==> src/rtl/muldiv_ctrl.sv <==
// muldiv_ctrl
// Multi-cycle multiply/divide sequencer for the HI/LO unit. One 33-bit
// add/subtract path is reused for 32 iterations: shift-and-add for
// multiplies, restoring division for divides. Signed operations run on
// magnitudes and have their signs restored in a single fix-up cycle.
//
// Ports:
//   clk    in   1  rising-edge clock
//   reset  in   1  synchronous, active-high; returns to IDLE and clears outputs
//   start  in   1  request, sampled only in IDLE
//   op     in   2  00 MULTU, 01 MULT, 10 DIVU, 11 DIV
//   a      in  32  multiplicand / dividend
//   b      in  32  multiplier / divisor
//   busy   out  1  high while iterating or fixing up signs
//   done   out  1  one-cycle pulse; hi/lo/dz valid
//   hi     out 32  product[63:32] or remainder
//   lo     out 32  product[31:0] or quotient
//   dz     out  1  divide-by-zero flag of the last operation
module muldiv_ctrl (
  input  logic        clk,
  input  logic        reset,
  input  logic        start,
  input  logic [1:0]  op,
  input  logic [31:0] a,
  input  logic [31:0] b,
  output logic        busy,
  output logic        done,
  output logic [31:0] hi,
  output logic [31:0] lo,
  output logic        dz
);

  typedef enum logic [1:0] {IDLE, RUN, FIX, DONE} state_t;

  state_t      state, state_next;
  logic [4:0]  count, count_next;
  logic [1:0]  op_r, op_next;
  logic        sign_a, sign_a_next;
  logic        sign_b, sign_b_next;
  logic [31:0] mag_b, mag_b_next;
  logic [31:0] hi_next, lo_next;
  logic        dz_next;

  // Magnitudes of the incoming operands; only signed ops take the absolute
  // value. 0x80000000 negates to itself, which is 2^31 read as unsigned.
  logic        in_sign_a, in_sign_b;
  logic [31:0] in_mag_a, in_mag_b;

  // Shared 33-bit add/subtract path.
  logic        sub;
  logic [32:0] add_x, add_y, add_s;
  logic [32:0] prod_s;
  logic [63:0] neg64;

  always_comb begin
    in_sign_a = op[0] & a[31];
    in_sign_b = op[0] & b[31];
    in_mag_a  = in_sign_a ? (32'd0 - a) : a;
    in_mag_b  = in_sign_b ? (32'd0 - b) : b;
  end

  // Divides subtract the divisor from the shifted partial remainder;
  // multiplies add the multiplier to the partial product.
  always_comb begin
    sub    = op_r[1];
    add_x  = sub ? {hi, lo[31]} : {1'b0, hi};
    add_y  = {1'b0, mag_b};
    add_s  = sub ? (add_x - add_y) : (add_x + add_y);
    prod_s = lo[0] ? add_s : {1'b0, hi};
    neg64  = 64'd0 - {hi, lo};
  end

  assign busy = (state == RUN) || (state == FIX);
  assign done = (state == DONE);

  // State register and datapath registers.
  always_ff @(posedge clk) begin
    if (reset) begin
      state  <= IDLE;
      count  <= 5'd0;
      op_r   <= 2'd0;
      sign_a <= 1'b0;
      sign_b <= 1'b0;
      mag_b  <= 32'd0;
      hi     <= 32'd0;
      lo     <= 32'd0;
      dz     <= 1'b0;
    end else begin
      state  <= state_next;
      count  <= count_next;
      op_r   <= op_next;
      sign_a <= sign_a_next;
      sign_b <= sign_b_next;
      mag_b  <= mag_b_next;
      hi     <= hi_next;
      lo     <= lo_next;
      dz     <= dz_next;
    end
  end

  // Next-state and datapath update.
  always_comb begin
    state_next  = state;
    count_next  = count;
    op_next     = op_r;
    sign_a_next = sign_a;
    sign_b_next = sign_b;
    mag_b_next  = mag_b;
    hi_next     = hi;
    lo_next     = lo;
    dz_next     = dz;

    case (state)
      IDLE: begin
        if (start) begin
          op_next     = op;
          sign_a_next = in_sign_a;
          sign_b_next = in_sign_b;
          mag_b_next  = in_mag_b;
          hi_next     = 32'd0;
          lo_next     = in_mag_a;
          dz_next     = 1'b0;
          count_next  = 5'd31;
          state_next  = RUN;
          // Divide by zero skips iteration and reports the raw dividend.
          if (op[1] && (b == 32'd0)) begin
            hi_next    = a;
            lo_next    = 32'hFFFF_FFFF;
            dz_next    = 1'b1;
            state_next = DONE;
          end
        end
      end

      RUN: begin
        if (!op_r[1]) begin
          // Shift the 65-bit {carry,hi,lo} right by one.
          hi_next = prod_s[32:1];
          lo_next = {prod_s[0], lo[31:1]};
        end else if (!add_s[32]) begin
          hi_next = add_s[31:0];
          lo_next = {lo[30:0], 1'b1};
        end else begin
          hi_next = {hi[30:0], lo[31]};
          lo_next = {lo[30:0], 1'b0};
        end
        if (count == 5'd0) state_next = FIX;
        else               count_next = count - 5'd1;
      end

      FIX: begin
        if (!op_r[1]) begin
          if (sign_a ^ sign_b) begin
            hi_next = neg64[63:32];
            lo_next = neg64[31:0];
          end
        end else begin
          // Remainder follows the dividend's sign.
          if (sign_a ^ sign_b) lo_next = 32'd0 - lo;
          if (sign_a)          hi_next = 32'd0 - hi;
        end
        state_next = DONE;
      end

      DONE: state_next = IDLE;

      default: state_next = IDLE;
    endcase
  end

endmodule

==> config.mk <==
export PLATFORM = sky130hd
export DESIGN_NAME = muldiv_ctrl
export DESIGN_NICKNAME = d
export VERILOG_FILES = /design/src/rtl/muldiv_ctrl.sv
export SDC_FILE = /design/constraint.sdc
export NUM_CORES = 1
export LEC_CHECK = 0
export CAP_MARGIN = 20
export CORE_ASPECT_RATIO = 1.75
export CORE_MARGIN = 2
export CORE_UTILIZATION = 59
export CTS_CLUSTER_SIZE = 25
export DETAILED_ROUTE_END_ITERATION = 6
export PLACE_DENSITY_LB_ADDON = 0.25
export SLEW_MARGIN = 5
export SYNTH_ARGS = -nofsm -noshare
export SYNTH_HDL_FRONTEND = slang
export SYNTH_SLANG_ARGS = --single-unit
==> constraint.sdc <==
create_clock -name clk -period 6.8 [get_ports clk]
set_clock_uncertainty 0.2 [all_clocks]
set_input_delay 0.68 -clock clk [delete_from_list [all_inputs] [get_ports clk]]
set_output_delay 0.68 -clock clk [all_outputs]
set_load 0.005 [all_outputs]
## Word level (Yosys, flattened, before mapping)

Cells that the tools add are included.
W data, S select, Z words.

| operators by class | value |
|---|---|
| add/subtract/negate cells | 8 |
| equal/unequal tests | 9 |
| mux-type cells | 29 |
| bitwise gates (word level) | 3 |
| reduce and logical (&&, ||, !) cells | 12 |

Operators by type and width:

| kind | count |
|---|---|
| $mux W32 | 15 |
| $pmux W32 S3 | 2 |
| $sub A1 B32 Y32 const A | 4 |
| $mux W33 | 3 |
| $sub A1 B64 Y64 const A | 1 |
| $add A33 B32 Y33 | 1 |
| $sub A33 B32 Y33 | 1 |
| $logic_not A32 Y1 | 1 |
| $mux W5 | 2 |
| $pmux W5 S2 | 1 |
| $pmux W2 S4 | 1 |
| $mux W2 | 3 |
| $reduce_and A3 Y1 | 2 |
| $logic_not A5 Y1 | 1 |
| $sub A5 B1 Y5 const B | 1 |
| $eq A2 B2 Y1 const B | 2 |
| $ne A2 B1 Y1 const B | 2 |
| $ne A2 B2 Y1 const B | 2 |
| $reduce_and A2 Y1 | 2 |
| $reduce_and A4 Y1 | 1 |
| $ne A3 B2 Y1 const B | 1 |
| $ne A3 B3 Y1 const B | 1 |
| $reduce_bool A3 Y1 | 1 |
| $and A1 B1 Y1 | 2 |
| 7 further kinds | 8 |

| word-level totals | value |
|---|---|
| register bits after elaboration | 108 |
| bits of input ports | 69 |
| output and inout bits | 67 |
| logic and storage cells | 70 |

## Longest topological paths before layout

| depth | value |
|---|---|
| depth after elaboration | 6 |
| gate-level depth with buffers | 22 |
| mapped depth without buffers | 19 |

## Least setup slack after synthesis

Ideal clock, no wire load.

| path | value |
|---|---|
| kind | register to register |
| start | reg op_r[1] |
| end | reg hi[9] |
| setup time | 0.121 ns |
| arrival time | 4.858 ns |
| data required time | 6.479 ns |
| setup slack | 1.622 ns |
| cell stages (with the launch flop) | 19 |
| path buffers | 7 |
| clock period less this slack | 5.178 ns |
| path through | dfxtp_1 -> clkbuf_1 -> clkbuf_1 -> clkbuf_1 -> clkbuf_1 -> buf_1 -> mux2_2 -> ha_1 -> clkbuf_1 -> nand4_1 -> or2_2 -> or3_1 -> o21ai_1 -> o21ai_1 -> xnor2_4 -> buf_8 -> mux2_2 -> o2111ai_1 -> nand2_1 |

| between the ends | value |
|---|---|
| cells in the longest elaborated chain, start to end | 6 |
| elaborated cells on any way between the ends | 12 |
| classes of those cells | add/sub: 2; eq/ne: 2; mux: 7; reduce/logical: 1 |

RTL lines:

| item | RTL line | RTL |
|---|---|---|
| start, declared | 37 | `logic [1:0] op_r, op_next;` |
| start signal, assigned | 91 | `op_r <= op_next;` |
| $mux W33 | 66 | `add_x = sub ? {hi, lo[31]} : {1'b0, hi};` |
| $add A33 B32 Y33 or $sub A33 B32 Y33 (tied branches) | 68 | `add_s = sub ? (add_x - add_y) : (add_x + add_y);` |
| $mux W33 | 68 |  |
| $mux W33 or $mux W32 (tied branches) | 69, 140 |  |
| $mux W32 | 136 | `if (!op_r[1]) begin` |
| $pmux W32 S3 | 113 | `case (state)` |
| end signal, assigned | 95 | `hi <= hi_next;` |
| end, declared | 28 | `output logic [31:0] hi,` |

Several ways; a longest one is shown, not always the timed one.
A chain may end at the register's enable or synchronous reset.

## Worst setup path after layout

| path | value |
|---|---|
| start | reg mag_b[2] |
| end | reg hi[26] |

| between the ends | value |
|---|---|
| cells in the longest elaborated chain, start to end | 5 |
| elaborated cells on any way between the ends | 7 |
| classes of those cells | add/sub: 2; mux: 5 |

RTL lines:

| item | RTL line | RTL |
|---|---|---|
| start, declared | 40 | `logic [31:0] mag_b, mag_b_next;` |
| start signal, assigned | 94 | `mag_b <= mag_b_next;` |
| $add A33 B32 Y33 or $sub A33 B32 Y33 (tied branches) | 68 |  |
| $mux W33 * | 68 |  |
| $mux W33 or $mux W32 (tied branches) | 69, 140 |  |
| $mux W32 * | 136 |  |
| $pmux W32 S3 * | 113 |  |

Mark *: on every way between the ends. The rest lies on a longest branch, timed or not.

==> run_results.csv <==
group,metric,value,unit
clocking,cts.clk_slew.worst_paths,70,ps
placement,place_inst,1962,
layout,drive_gt1_share,6.42,%
routing,drc,0,
routing,drt_iter0_drc,1362,
sta,finalCriticalPeriod,5880,ps
sta,fmax,170,MHz
sta,setup_tns,0,ps
routing,wl,40400,microns
setup_path,critPathKind,"reg -> reg",
synthesis,synth-main-ff-cell,"dfxtp_1",
sta,worst_pin_slew,1060,ps
clocking,clockBufferDepth,2,
synthesis,syn_nets,1810,
global_route,grt_overflow,0,
routing,first_pass_iters,6,
setup_path,startpoint_type,"flop",
clocking,h-tree-depth,3,
setup_path,crit_required,6860,ps
synthesis,synth_top_area_share,17.7,%
placement,place.gp.congestion,1.02,
floorplan,die_y,194,microns
placement,hpwl,29400,microns
synthesis,postSynth.asyncResetShare,0,%
sta,final_max_slew_viol_count,0,
global_route,use_met1,39.5,%
clocking,cts_tree,"built",
placement,port_buffers,135,
power_and_ir_drop,p_sw,3.68,mW
synthesis,synth_cell_types,84,
global_route,met3_usage,5.75,%
floorplan,coreArea,0.0202,sq mm
setup_path,arrival,5950,ps
outcome,status,"finished clean",
power_and_ir_drop,power_frac_seq,18.6,%
floorplan,initial_core_util,60.0,%
power_and_ir_drop,p_leak,5.00,nW
flow_run,cap_violations,0,
sta,rsz0062_at_grt,"no",
sta,setup_violations,0,
layout,final_common_cell,"a21oi_1",
global_route,grt_pass1_wl,64500,microns
sta,max-slew-margin-rel,29.7,%
synthesis,synth_area_per_cell,7.16,sq um
routing,ant_nets,0,
layout,area_growth,12.9,%
floorplan,die_area,0.0218,sq mm
synthesis,synth-edff-count,0,
synthesis,syn_area,0.0121,sq mm
synthesis,synth.top_cells.by_area,"dfxtp_1, xnor2_1, a21oi_1",
floorplan,rows,69,
setup_path,crit_path_end_kind,"flop",
global_route,antenna_found_initial,0,
layout,instances_no_fill,1976,
synthesis,synth_top_cell_by_area,"dfxtp_1",
layout,fill_cells,1810,
routing,wl_per_cell,20.5,microns
global_route,grtUsageMet2,62.2,%
global_route,grt_max_degree,84,
power_and_ir_drop,clock_power_share,8.1,%
power_and_ir_drop,p_int,3.14,mW
synthesis,syn_inst,1695,
floorplan,die_w,112,microns
clocking,insertion_delay,380,ps
layout,nets,1840,
global_route,busiest_layer,"met2",
routing,viasPerCell,6.81,
sta,finalCritPeriodShare,86.5,%
routing,vias,13400,
global_route,grt_pass1_vias,12800,
synthesis,ys_warn_count,0,
clocking,postCtsResizedCells,0,
clocking,ctsHoldBuffers,0,
clocking,post_cts_buffers,0,
synthesis,ys_seq_area_share,17.7,%
clocking,cts_root_buf,"clkbuf_16",
power_and_ir_drop,p_per_area,498,mW/mm^2
layout,antennaDiodeCount,0,
global_route,global_route.usage.total,36.0,%
power_and_ir_drop,p_sw_share,53.9,%
synthesis,ys_ff_latch,107,
power_and_ir_drop,ir_drop,357,uV
power_and_ir_drop,p_comb_share,73.3,%
sta,finalHoldViolCount,0,
clocking,cts_made_buffers,9,
min_path,hold_path_class,"reg -> reg",
setup_path,cp_max_fo,29,
floorplan,io_pins,136,
clocking,clkSinkCount,107,
layout,final_cell_mix,"a21oi_1, nand2_1, nor2_1",
area by class of cell:
cell class / count / area [sq um] / share of cell area [%]
clock inverter: 2 / 36.3 / 0.265
inverter: 52 / 195 / 1.42
clock buffer: 12 / 246 / 1.80
sequential: 107 / 2150 / 15.7
timing repair buffer: 151 / 1480 / 10.8
tap: 248 / 310 / 2.26
multi-input combinational: 1404 / 9290 / 67.8
power by group through the flow:
stage | clock, mW | combinational (mW) | sequential, mW
finish | 0.553 | 5.00 | 1.27
global route | 0.577 | 5.42 | 1.30
CTS | 0.554 | 4.87 | 1.25
detailed placement | 0 | 4.84 | 1.26
global placement | 0 | 4.77 | 1.26
floorplan | 0 | 3.66 | 1.07
worst max-delay path, stage by stage (launching register included):
cell,delay (ps)
dfxtp_1,360
or3_4,430
nor4_1,430
nand3_1,150
nor3_1,220
nand2b_1,110
nor2b_1,270
a31o_2,270
xnor2_1,90
ha_1,480
nand4_1,180
or3_1,370
o21ai_1,160
o21ai_1,210
xnor2_4,890
buf_4,350
mux2i_1,200
a211oi_1,90
a221o_1,330
Yosys cell counts, drive strengths merged (7+ instances only):
| cell type | count |
|---|---|
| nor2b | 14 |
| nand2 | 148 |
| nor3 | 60 |
| ha | 45 |
| o22ai | 10 |
| a311oi | 7 |
| o311ai | 16 |
| inv | 52 |
| a21o | 12 |
| and3 | 20 |
| o21ai | 144 |
| a22oi | 8 |
| mux2 | 44 |
| or4 | 10 |
| xor2 | 51 |
| nor3b | 8 |
| dfxtp | 107 |
| xnor2 | 89 |
| o211ai | 18 |
| and2 | 10 |
| nor4 | 27 |
| clkbuf | 111 |
| o21a | 9 |
| a21oi | 153 |
| a31oi | 22 |
| or3 | 24 |
| mux2i | 50 |
| a211o | 10 |
| nand3 | 32 |
| o221ai | 8 |
| nor2 | 148 |
| nand4 | 10 |
| nand2b | 19 |
| o31ai | 20 |
| buf | 21 |
| o41ai | 7 |
| a211oi | 68 |
cells by family after synthesis:
group	synth area share [%]
simple gates	23.0
buf+inv	5.92
mux	8.21
flops	17.7
fa+ha+maj	4.81
compound gates	30.2
xor+xnor	10.3
flip-flops by register name (all words and copies together) (netlist names):
signal,flops
mag_b,32
lo,32
sign_a,1
sign_b,1
hi,32
dz,1
state,2
count,5
op_r,1
worst paths after layout:
kind	startpoint	end	slack [ps]	cells past startpoint
min	dz	dz	270	2
max	mag_b[2]	hi[26]	920	18
max reg2reg	mag_b[2]	hi[26]	920	18
min reg2reg	dz	dz	270	2
layer usage:
metal,wire [microns],part of all wire [%]
met1,14900,37
met2,19700,49
met4,2830,7.0
met5,0,0
met3,3000,7.4
stage by stage:
stage                     setup slack [ps]  hold WS [ps]  area (sq um)  util (%)  power (mW)
after global routing                   344           279         13700      67.8        7.30
after floorplan                       1620           248         12100         -        4.72
after global placement                 937           241         13400      66.4        6.02
after detailed placement               927           261         13400      66.4        6.10
final                                  917           266         13700      67.8        6.82
after CTS                              908           267         13700      67.8        6.68
Power figures use the tool's default switching activity.
